$ cat config.mk
export PLATFORM = sky130hd
export DESIGN_NAME = adv7513_vid_tx
export DESIGN_NICKNAME = d
export VERILOG_FILES = /design/src/rtl/adv7513_pkg.sv /design/src/rtl/adv7513_vid_tx_tmg_cntr.sv /design/src/rtl/adv7513_vid_tx.sv
export SDC_FILE = /design/constraint.sdc
export NUM_CORES = 1
export LEC_CHECK = 0
export ABC_AREA = 1
export ABC_CLOCK_PERIOD_IN_PS = 1700
export CORE_MARGIN = 2
export CORE_UTILIZATION = 44
export DETAILED_ROUTE_END_ITERATION = 16
export PLACE_DENSITY = 0.73
export SLEW_MARGIN = 40
export SYNTH_ARGS = -nofsm -noshare
export SYNTH_HDL_FRONTEND = slang
export SYNTH_SLANG_ARGS = --single-unit
$ cat constraint.sdc
create_clock -name clk -period 1.7 [get_ports clk]
set_input_delay 0.34 -clock clk [delete_from_list [all_inputs] [get_ports clk]]
set_output_delay 0.34 -clock clk [all_outputs]
set_load 0.02 [all_outputs]
$ cat src/rtl/adv7513_pkg.sv
// Shared 720p60 timing constants and pixel/run-state types for the ADV7513 video path.
package adv7513_pkg;

    localparam int H_ACTIVE = 1280;
    localparam int H_FP     = 110;
    localparam int H_SYNC   = 40;
    localparam int H_BP     = 220;
    localparam int V_ACTIVE = 720;
    localparam int V_FP     = 5;
    localparam int V_SYNC   = 5;
    localparam int V_BP     = 20;

    localparam int H_TOTAL  = H_ACTIVE + H_FP + H_SYNC + H_BP;
    localparam int V_TOTAL  = V_ACTIVE + V_FP + V_SYNC + V_BP;

    typedef struct packed {
        logic [7:0] r;
        logic [7:0] g;
        logic [7:0] b;
    } pxl_t;

    typedef enum logic {
        ST_IDLE = 1'b0,
        ST_RUN  = 1'b1
    } run_st_t;

endpackage

$ cat src/rtl/adv7513_vid_tx_tmg_cntr.sv
// Free-running h/v raster counters with active/sync window decode (active, FP, sync, BP order).
module vid_tmg_cntr #(
    parameter int H_ACTIVE = adv7513_pkg::H_ACTIVE,
    parameter int H_FP     = adv7513_pkg::H_FP,
    parameter int H_SYNC   = adv7513_pkg::H_SYNC,
    parameter int H_BP     = adv7513_pkg::H_BP,
    parameter int V_ACTIVE = adv7513_pkg::V_ACTIVE,
    parameter int V_FP     = adv7513_pkg::V_FP,
    parameter int V_SYNC   = adv7513_pkg::V_SYNC,
    parameter int V_BP     = adv7513_pkg::V_BP
) (
    input  logic clk_i,
    input  logic rst_i,
    output logic h_act_o,
    output logic v_act_o,
    output logic h_syn_o,
    output logic v_syn_o,
    output logic frm_beg_o,
    output logic frm_end_o
);

    localparam int H_TOTAL = H_ACTIVE + H_FP + H_SYNC + H_BP;
    localparam int V_TOTAL = V_ACTIVE + V_FP + V_SYNC + V_BP;
    localparam int HW      = $clog2(H_TOTAL);
    localparam int VW      = $clog2(V_TOTAL);

    localparam logic [HW-1:0] H_LAST    = HW'(H_TOTAL - 1);
    localparam logic [HW-1:0] H_ACT_END = HW'(H_ACTIVE);
    localparam logic [HW-1:0] H_SYN_BEG = HW'(H_ACTIVE + H_FP);
    localparam logic [HW-1:0] H_SYN_END = HW'(H_ACTIVE + H_FP + H_SYNC);
    localparam logic [VW-1:0] V_LAST    = VW'(V_TOTAL - 1);
    localparam logic [VW-1:0] V_ACT_END = VW'(V_ACTIVE);
    localparam logic [VW-1:0] V_SYN_BEG = VW'(V_ACTIVE + V_FP);
    localparam logic [VW-1:0] V_SYN_END = VW'(V_ACTIVE + V_FP + V_SYNC);

    logic [HW-1:0] hcnt_q, hcnt_d;
    logic [VW-1:0] vcnt_q, vcnt_d;
    logic          h_wrap;

    assign h_wrap = (hcnt_q == H_LAST);

    always_comb begin
        hcnt_d = hcnt_q + 1'b1;
        vcnt_d = vcnt_q;
        if (h_wrap) begin
            hcnt_d = '0;
            vcnt_d = (vcnt_q == V_LAST) ? '0 : vcnt_q + 1'b1;
        end
    end

    always_ff @(posedge clk_i) begin
        if (rst_i) begin
            hcnt_q <= '0;
            vcnt_q <= '0;
        end else begin
            hcnt_q <= hcnt_d;
            vcnt_q <= vcnt_d;
        end
    end

    assign h_act_o   = (hcnt_q < H_ACT_END);
    assign v_act_o   = (vcnt_q < V_ACT_END);
    assign h_syn_o   = (hcnt_q >= H_SYN_BEG) && (hcnt_q < H_SYN_END);
    assign v_syn_o   = (vcnt_q >= V_SYN_BEG) && (vcnt_q < V_SYN_END);
    assign frm_beg_o = (hcnt_q == '0) && (vcnt_q == '0);
    assign frm_end_o = h_wrap && (vcnt_q == V_LAST);

endmodule

$ cat src/rtl/adv7513_vid_tx.sv
// ADV7513 pixel driver: frame-aligned run gating, FWFT pops, black on underflow, registered outputs.
module adv7513_vid_tx
    import adv7513_pkg::*;
#(
    parameter int   H_ACTIVE = adv7513_pkg::H_ACTIVE,
    parameter int   H_FP     = adv7513_pkg::H_FP,
    parameter int   H_SYNC   = adv7513_pkg::H_SYNC,
    parameter int   H_BP     = adv7513_pkg::H_BP,
    parameter int   V_ACTIVE = adv7513_pkg::V_ACTIVE,
    parameter int   V_FP     = adv7513_pkg::V_FP,
    parameter int   V_SYNC   = adv7513_pkg::V_SYNC,
    parameter int   V_BP     = adv7513_pkg::V_BP,
    parameter logic SYNC_POL = 1'b1
) (
    input  logic        clk,
    input  logic        rst,
    input  logic        vid_en,
    input  logic        ff_empty,
    input  logic [23:0] ff_rdata,
    output logic        ff_rd_en,
    output logic        vid_hsync,
    output logic        vid_vsync,
    output logic        vid_de,
    output logic [23:0] vid_data,
    output logic        undrflw,
    output logic        frame_strt
);

    logic h_act, v_act, h_syn, v_syn, frm_beg, frm_end;

    vid_tmg_cntr #(
        .H_ACTIVE(H_ACTIVE), .H_FP(H_FP), .H_SYNC(H_SYNC), .H_BP(H_BP),
        .V_ACTIVE(V_ACTIVE), .V_FP(V_FP), .V_SYNC(V_SYNC), .V_BP(V_BP)
    ) u_tmg (
        .clk_i     (clk),
        .rst_i     (rst),
        .h_act_o   (h_act),
        .v_act_o   (v_act),
        .h_syn_o   (h_syn),
        .v_syn_o   (v_syn),
        .frm_beg_o (frm_beg),
        .frm_end_o (frm_end)
    );

    run_st_t run_q, run_d;
    logic    undrflw_q, undrflw_d;
    logic    run_act, act_slot;
    logic    hs_q, vs_q, de_q, fs_q;
    pxl_t    pxl_q, pxl_d;

    // vid_en gates run combinationally so a drop stops pops and DE on the very next edge.
    assign run_act  = (run_q == ST_RUN) && vid_en;
    assign act_slot = run_act && h_act && v_act;
    assign ff_rd_en = act_slot && !ff_empty;

    always_comb begin
        run_d     = run_q;
        undrflw_d = undrflw_q;
        pxl_d     = '0;
        if (!vid_en) begin
            run_d     = ST_IDLE;
            undrflw_d = 1'b0;
        end else begin
            if ((run_q == ST_IDLE) && frm_end && !ff_empty) run_d = ST_RUN;
            if (act_slot && ff_empty) undrflw_d = 1'b1;
        end
        if (ff_rd_en) pxl_d = pxl_t'(ff_rdata);
    end

    always_ff @(posedge clk) begin
        if (rst) begin
            run_q     <= ST_IDLE;
            undrflw_q <= 1'b0;
            hs_q      <= ~SYNC_POL;
            vs_q      <= ~SYNC_POL;
            de_q      <= 1'b0;
            fs_q      <= 1'b0;
            pxl_q     <= '0;
        end else begin
            run_q     <= run_d;
            undrflw_q <= undrflw_d;
            hs_q      <= h_syn ^ ~SYNC_POL;
            vs_q      <= v_syn ^ ~SYNC_POL;
            de_q      <= act_slot;
            fs_q      <= run_act && frm_beg;
            pxl_q     <= pxl_d;
        end
    end

    assign vid_hsync  = hs_q;
    assign vid_vsync  = vs_q;
    assign vid_de     = de_q;
    assign vid_data   = pxl_q;
    assign undrflw    = undrflw_q;
    assign frame_strt = fs_q;

endmodule

# After elaboration in Yosys (flattened, before gate mapping)
# Cells that the tools add are included.
[word_totals]
regBits = 51
input_bits = 28
wordCells = 43
output_inout_bits = 30
[op_classes]
reduce_logical = 18
add_sub_neg = 2
n_lt_le_gt_ge = 6
bitwise = 3
n_eq_ne = 2
n_mux = 1
[ops]
columns = ["op", "n"]
rows = [
  ["< comparator 11 bit, second input constant", 2],
  ["< comparator 10 bit, second input constant", 2],
  ["logical AND 1 bit", 12],
  ["adder 11 x 1 -> 11 bit, second input constant", 1],
  ["== test 11 bit, second input constant", 1],
  [">= comparator 11 bit, second input constant", 1],
  ["logical NOT 11 bit", 1],
  ["adder 10 x 1 -> 10 bit, second input constant", 1],
  ["== test 10 bit, second input constant", 1],
  [">= comparator 10 bit, second input constant", 1],
  ["logical NOT 10 bit", 1],
  ["2-to-1 mux 10 bit", 1],
  ["OR reduction 2 bit", 3],
  ["inverter 1 bit", 3],
  ["logical NOT 1 bit", 1],
]

# Longest topological paths before layout
# Gate-level depths: netlist (run 1).
[depth]
word_depth = 6
mapped_depth = 10

# By module
# Synthesis (run 1) repeated with hierarchy kept, for this count alone.
[hier_totals]
hier_cells = 311
area_unflattened_um2 = 2393.5
[modules_own_cells]
columns = ["mod", "area_each_um2", "cells_per_inst", "n_inst"]
rows = [
  ["vid_tmg_cntr", 1425.1, 210, 1],
  ["adv7513_vid_tx", 968.4, 101, 1],
]

# Worst setup path before layout (run 1)
# Ideal clock, no wire load.
[synth_path]
path_kind = "flip-flop to output port"
from = "register u_tmg.hcnt_q[8]"
to = "output ff_rd_en"
arrival_time_ns = 1.020
path_stages_with_launch = 7
required_ns = 1.360
path_slack_ns = 0.340
cell_sequence = "dfxtp_1 -> buf_6 -> nor2_4 -> nor2_1 -> nor2_4 -> nand2_2 -> nor2_1"
[synth_between]
elab_chain_cells = 4
[synth_lines]
columns = ["item", "line_no", "text"]
rows = [
  ["from (decl)", "adv7513_vid_tx_tmg_cntr.sv:36", "logic [HW-1:0] hcnt_q, hcnt_d;"],
  ["from (signal assigned)", "adv7513_vid_tx_tmg_cntr.sv:56", "hcnt_q <= hcnt_d;"],
  ["< comparator 11 bit", "adv7513_vid_tx_tmg_cntr.sv:61", "assign h_act_o = (hcnt_q < H_ACT_END);"],
  ["logical AND 1 bit (2 in series)", "adv7513_vid_tx.sv:53", "assign act_slot = run_act && h_act && v_act;"],
  ["logical AND 1 bit", "adv7513_vid_tx.sv:54", "assign ff_rd_en = act_slot && !ff_empty;"],
  ["to (decl)", "adv7513_vid_tx.sv:20", "output logic ff_rd_en,"],
]
# Every way passes these cells.

# Final worst setup path (run 1)
[layout_path]
from = "register u_tmg.vcnt_q[8]"
to = "output ff_rd_en"
[layout_between]
elab_chain_cells = 3
[layout_lines]
columns = ["item", "line_no", "text"]
rows = [
  ["from (decl)", "adv7513_vid_tx_tmg_cntr.sv:37", "logic [VW-1:0] vcnt_q, vcnt_d;"],
  ["from (signal assigned)", "adv7513_vid_tx_tmg_cntr.sv:57", "vcnt_q <= vcnt_d;"],
  ["< comparator 10 bit", "adv7513_vid_tx_tmg_cntr.sv:62", "assign v_act_o = (vcnt_q < V_ACT_END);"],
  ["logical AND 1 bit", "adv7513_vid_tx.sv:53", ""],
  ["logical AND 1 bit", "adv7513_vid_tx.sv:54", ""],
]
# Every way passes these cells.

==> results of run 1 <==
## how the worst min path moves through the flow
stage,cells after the start,startpoint,to
6_report,2,undrflw$_SDFFE_PP0P_,undrflw$_SDFFE_PP0P_
5_1_grt,2,undrflw$_SDFFE_PP0P_,undrflw$_SDFFE_PP0P_
4_1_cts,2,undrflw$_SDFFE_PP0P_,undrflw$_SDFFE_PP0P_
3_5_place_dp,2,undrflw$_SDFFE_PP0P_,undrflw$_SDFFE_PP0P_
3_3_place_gp,2,undrflw$_SDFFE_PP0P_,undrflw$_SDFFE_PP0P_
2_1_floorplan,1,rst,u_tmg.vcnt_q[8]$_SDFFE_PP0N_
## area by class of cell
cell class              count  area [um2]
repair buffers             86         810
clock inverters             3        27.5
well taps                  70        87.6
inverters                  56         210
flip-flops and latches     51        1020
multi-input cells         187        1050
clock buffers               5        68.8
fillers                   457        1830
## power breakdown
| group | total, W | leakage, nW | internal (W) | switching [W] |
|---|---|---|---|---|
| sequential | 0.00120 | 0.412 | 0.00120 | 0.00000484 |
| clock | 0.000750 | 0.0467 | 0.000306 | 0.000444 |
| combinational | 0.000137 | 0.940 | 0.0000788 | 0.0000581 |
## routing by layer
layer / vias up / GRT usage / wire length, um / part of all wire
met5: - / 0 / 0 / 0
met4: 0 / 0.0709 / 85 / 0.017
met3: 6 / 0.0929 / 636 / 0.13
met2: 66 / 0.289 / 2110 / 0.42
met1: 871 / 0.218 / 2130 / 0.43
li1: 1080 / - / - / -
## cell families (layout without fill, tap and decap cells)
family,count (synthesis),after routing,synth area share
simple gates,157,157,0.347
fa+ha+maj,7,7,0.0375
buf+inv,61,150,0.118
compound gates,19,19,0.0466
flops,51,51,0.437
xor+xnor,4,4,0.0150
## sequential cells by signal, summed over array words and instances (netlist names)
signal and count:
vid_de 1, vid_vsync 1, u_tmg.hcnt_q 11, u_tmg.vcnt_q 10, frame_strt 1, vid_hsync 1, undrflw 1, vid_data 24
run_q 1
## metrics by stage
step                      cells  area [um2]  power, W   util
after detailed placement    449        3170   0.00137  0.620
after global routing        458        3270   0.00218  0.641
final                       458        3270   0.00209  0.641
after global placement      449        3170   0.00137  0.620
after CTS                   457        3260   0.00212  0.638
after floorplan             299        2340   0.00129      -
## layout by cell type (no fill, tap or decap)
master,count
a21oi_1,10
buf_12,2
buf_4,28
clkbuf_8,5
clkdlybuf4s50_1,55
clkinvlp_4,1
dfxtp_1,50
dfxtp_2,1
dlygate4sd2_1,1
ha_1,7
inv_1,54
inv_2,2
inv_6,1
inv_8,1
nand2_1,51
nand2_2,2
nand2_4,1
nand3_1,11
nand3_2,2
nand3b_1,1
nand4_1,9
nor2_1,44
nor2_2,16
nor2_4,15
nor3_1,3
nor4_1,1
o211ai_1,1
o21ai_0,5
o21ai_2,3
or2_2,1
xnor2_1,1
xor2_1,3
## critical path, cell delays in order, from the launching register on
cell	delay, ps
dfxtp_2	350
inv_2	50
nand2_1	70
nor2_2	150
o21ai_2	100
nand2_2	100
nor2_2	40
buf_4	150
## repair_timing
item	CTS	global route
buffers inserted	0	1
hold endpoints to repair	0	0
pin swaps	0	2
setup endpoints to repair	1	5
gates resized for setup	7	3
hold buffers	0	0
==> impl_metrics.csv, run 1 <==
group,metric,value,unit
place,hpwl,3930,um
sta,whs,456,ps
floorplan,die_h,76.9,um
global_routing,grt_start_max_net_pins,19,
drt,drt-total-wl,4960,um
cells_and_area,areaGrowthSynthToFinish,40.0,%
clock_network,clkTransAtPathRegs,100,ps
synthesis,yosys-top-cells-count,"inv_1, dfxtp_1, nand2_1",
sta,setup_viol,0,
drt,wl_per_cell,10.8,um
sta,skew,6.63,ps
synthesis,syn_nets,334,
clock_network,cts_tree,"built",
synthesis,syn_inst,299,
place,io_buffers,57,
worst_setup_path,r2r-end,"u_tmg.vcnt_q[3]$_SDFFE_PP0N_",
pwr,p_leak,1.40,nW
synthesis,synth_cell_types,25,
sta,hold_viol,0,
worst_setup_path,start_kind,"flip-flop",
synthesis,ys_ff_latch,51,
global_routing,antenna_found_initial,0,
floorplan,start_util,0.458,
worst_setup_path,cp.required,1360,ps
sta,fin_crit_sh,0.972,
worst_setup_path,cp_max_fo,4,
place,dp_slack,-497,ps
hold_path,holdCritPathClass,"reg2reg",
worst_setup_path,critPathLaunch,"u_tmg.vcnt_q[8]$_SDFFE_PP0N_",
drt,vias,2023,
worst_setup_path,r2r_start,"u_tmg.hcnt_q[1]$_SDFF_PP0_",
global_routing,grt_pass1_wl,8790,um
pwr,p_per_area,639,nW/um2
worst_setup_path,reg2reg_depth,8,
synthesis,syn_area_per_cell,7.82,um2
floorplan,dieArea,5910,um2
synthesis,async_reset_ff_frac,0,
clock_network,numClockSinks,51,
synthesis,synth_top_area_cell,"dfxtp_1",
global_routing,gr-total-overflow,0,
synthesis,netlist.area_leader.share,0.437,
run_status,status,"complete, no violations",
pwr,peakVddDrop,0.493,mV
cells_and_area,drive_gt1_frac,0.209,
synthesis,synth_most_common_cell,"inv_1",
sta,slew_headroom,0.827,
synthesis,synth_ff_type,"dfxtp_1",
place,place_congestion,0.867,
clock_network,root_buffer,"clkbuf_8",
synthesis,ys_warn_count,0,
flow_run,maxCapViolCount,0,
global_routing,grt_pass1_vias,2008,
sta,finalCriticalPeriod,1650,ps
clock_network,htreeDepth,2,
sta,max_slew.worst_pin.slew,259,ps
clock_network,clk_latency,310,ps
clock_network,cts_buffers,5,
worst_setup_path,end_kind,"output pin",
cells_and_area,antenna_cells,0,
synthesis,synth_area_leaders,"dfxtp_1, inv_1, nand2_1, nor2_1, nor2_4",
sta,fin_ws,48.1,ps
sta,fin_setup_tns,0,ps
synthesis,yosysSeqAreaShare,0.437,
drt,drcViolationCount,0,
floorplan,rows,26,
synthesis,synth_edf_count,0,
floorplan,core_area,5110,um2
global_routing,grt_use_total,0.185,
sta,max_freq,605,MHz
drt,viasPerCell,4.42,
cells_and_area,fin_nets,422,
clock_network,cts_buffer_depth,2,
worst_setup_path,rrSetupSlack,180,ps
drt,drt_iter0_markers,78,
floorplan,die-width,76.9,um
drt,drt_first_pass_iters,4,
worst_setup_path,critPathArrivalTime,1310,ps
worst_setup_path,critPathKind,"reg2out",
floorplan,pin_count,58,
worst_setup_path,crit_path_end,"ff_rd_en",
sta,grt_setup_unrepaired,"true",
sta,slew_violations,0,
drt,ant_nets,0,
synthesis,syn-cell-area,2340,um2
Note: power is estimated with default switching activity, not from simulation.
==> run 2: changes to the inputs <==
--- a/config.mk
+++ b/config.mk
@@ -7,10 +7,13 @@
 export LEC_CHECK = 0
 export ABC_AREA = 1
 export ABC_CLOCK_PERIOD_IN_PS = 1700
+export CELL_PAD_IN_SITES_DETAIL_PLACEMENT = 0
+export CELL_PAD_IN_SITES_GLOBAL_PLACEMENT = 1
 export CORE_MARGIN = 2
-export CORE_UTILIZATION = 44
+export CORE_UTILIZATION = 35
 export DETAILED_ROUTE_END_ITERATION = 16
-export PLACE_DENSITY = 0.73
+export PLACE_DENSITY_LB_ADDON = 0.1
+export SKIP_LAST_GASP = 1
 export SLEW_MARGIN = 40
 export SYNTH_ARGS = -nofsm -noshare
 export SYNTH_HDL_FRONTEND = slang
==> run 2 against run 1 <==
Compared with the run above: worst hold slack improved by 4.1 ps; worst setup slack improved by 39 ps; sequential share of layout area about the same.
==> impl_metrics.csv, run 2 (synthesis results as in run 1) <==
group,metric,value,unit
run_status,status,"complete, no violations",
worst_setup_path,cp_slowest_stage_delay,620,ps
sta,max_freq,620,MHz
worst_setup_path,crit_chain,"clkdlybuf4s50_1",
cells_and_area,fillers,652,
sta,max_slew.worst_pin.slew,346,ps
floorplan,pin_count,58,
global_routing,gr-total-overflow,0,
place,dpl.cell_count,452,
floorplan,core_area,6420,um2
sta,setup_viol,0,
drt,drt-total-wl,5080,um
sta,fin_setup_tns,0,ps
clock_network,numClockSinks,51,
worst_setup_path,cp.required,1360,ps
worst_setup_path,crit_family,"buffers and inverters",
pwr,peakVddDrop,0.423,mV
sta,hold_viol,0,
cells_and_area,antenna_cells,0,
global_routing,grt_start_max_net_pins,17,
worst_setup_path,slowest_stage,"clkdlybuf4s50_1",
place,hpwl,3850,um
global_routing,grt_util_met2,0.216,
sta,fin_crit_sh,0.949,
clock_network,cts_buffers,5,
sta,slew_violations,0,
cells_and_area,largest_reg_flops,24,
cells_and_area,final-seq-area,1020,um2
sta,skew,6.75,ps
cells_and_area,areaGrowthSynthToFinish,40.1,%
floorplan,dieArea,7350,um2
global_routing,grt_pass1_vias,1900,
cells_and_area,final_cell_count_no_fill,463,
global_routing,antenna_found_initial,0,
global_routing,grtUsageMet3,0.0751,
floorplan,die_h,85.7,um
sta,finalCriticalPeriod,1610,ps
drt,wl_per_cell,11.0,um
global_routing,grt_use_total,0.150,
place,place_congestion,0.801,
worst_setup_path,start_kind,"flip-flop",
global_routing,grt_pass1_wl,8690,um
sta,whs,461,ps
clock_network,cts_buffer_depth,2,
global_routing,use_met1,0.192,
worst_setup_path,path_buf_inv,1,
drt,drt_first_pass_iters,6,
cells_and_area,drive_gt1_frac,0.205,
sta,grt_setup_unrepaired,"true",
pwr,p_per_area,644,nW/um2
clock_network,root_buffer,"clkbuf_8",
worst_setup_path,critPathKind,"reg2out",
worst_setup_path,end_kind,"output pin",
cells_and_area,multiInputGateArea,1050,um2
drt,drt_iter0_markers,75,
place,dpl_cell_area,3150,um2
pwr,p_leak,1.39,nW
worst_setup_path,cp_max_fo,2,
clock_network,clk_latency,310,ps
sta,slew_headroom,0.768,
drt,ant_nets,0,
global_routing,grt-busiest-layer,"met2",
place,io_buffers,57,
hold_path,holdCritPathClass,"reg2reg",
drt,viasPerCell,4.34,
worst_setup_path,critPathArrivalTime,1270,ps
clock_network,clkTransAtPathRegs,100,ps
clock_network,htreeDepth,2,
drt,vias,2010,
floorplan,rows,29,
cells_and_area,final_cell_mix,"inv_1, clkdlybuf4s50_1, nand2_1, dfxtp_1, nor2_1",
floorplan,start_util,0.364,
drt,drcViolationCount,0,
cells_and_area,fin_util,0.510,
clock_network,cts_tree,"built",
cells_and_area,postLayoutCellArea,3280,um2
floorplan,die-width,85.7,um
flow_run,maxCapViolCount,0,
cells_and_area,fin_nets,420,
## run 2: tightest hold or removal path, cell delays in order (launching register included)
cell	delay, ps
dfxtp_1	320
inv_1	50
a21oi_1	50
## run 2: layout make-up
class	instances	share of cell area
multi-input cells	187	0.321
inverters	56	0.0642
flip-flops and latches	51	0.312
repair buffers	84	0.243
clock inverters	2	0.00497
clock buffers	6	0.0252
well taps	77	0.0294
## run 2: stage by stage
| stage | setup slack, ps | power (W) |
|---|---|---|
| after floorplan | 340 | 0.00129 |
| after global placement | -526 | 0.00136 |
| after detailed placement | -515 | 0.00136 |
| after CTS | 37.0 | 0.00214 |
| after global routing | -5.43 | 0.00221 |
| final | 87.0 | 0.00211 |
## run 2: where the power goes
| part | total (W) | leakage, nW | internal (W) | switching [W] |
|---|---|---|---|---|
| Sequential | 0.00121 | 0.412 | 0.00120 | 0.00000562 |
| Combinational | 0.000132 | 0.934 | 0.0000749 | 0.0000569 |
| Clock | 0.000771 | 0.0474 | 0.000333 | 0.000438 |
| Total | 0.00211 | 1.39 | 0.00161 | 0.000500 |
## run 2: metal layers
layer / routed length (um) / share of wire
met5: 0 / 0
met4: 92 / 0.018
met3: 495 / 0.098
met2: 2100 / 0.41
met1: 2390 / 0.47
## run 2: timing repair
| action | in CTS | in global routing |
|---|---|---|
| endpoints found under the hold margin | 0 | 0 |
| buffers inserted | 0 | 3 |
| resized for setup | 6 | 5 |
| endpoints found under the setup margin | 1 | 4 |
| pin swaps | 0 | 1 |
| hold buffers | 0 | 0 |
## run 2: worst paths after layout
check | startpoint | slack [ps] | end | cells after the start
worst max-delay path | undrflw$_SDFFE_PP0P_ | 90 | undrflw | 1
worst min-delay path | undrflw$_SDFFE_PP0P_ | 460 | undrflw$_SDFFE_PP0P_ | 2
worst max register to register | u_tmg.hcnt_q[0]$_SDFF_PP0_ | 140 | u_tmg.vcnt_q[4]$_SDFFE_PP0N_ | 8
worst min register to register | undrflw$_SDFFE_PP0P_ | 460 | undrflw$_SDFFE_PP0P_ | 2
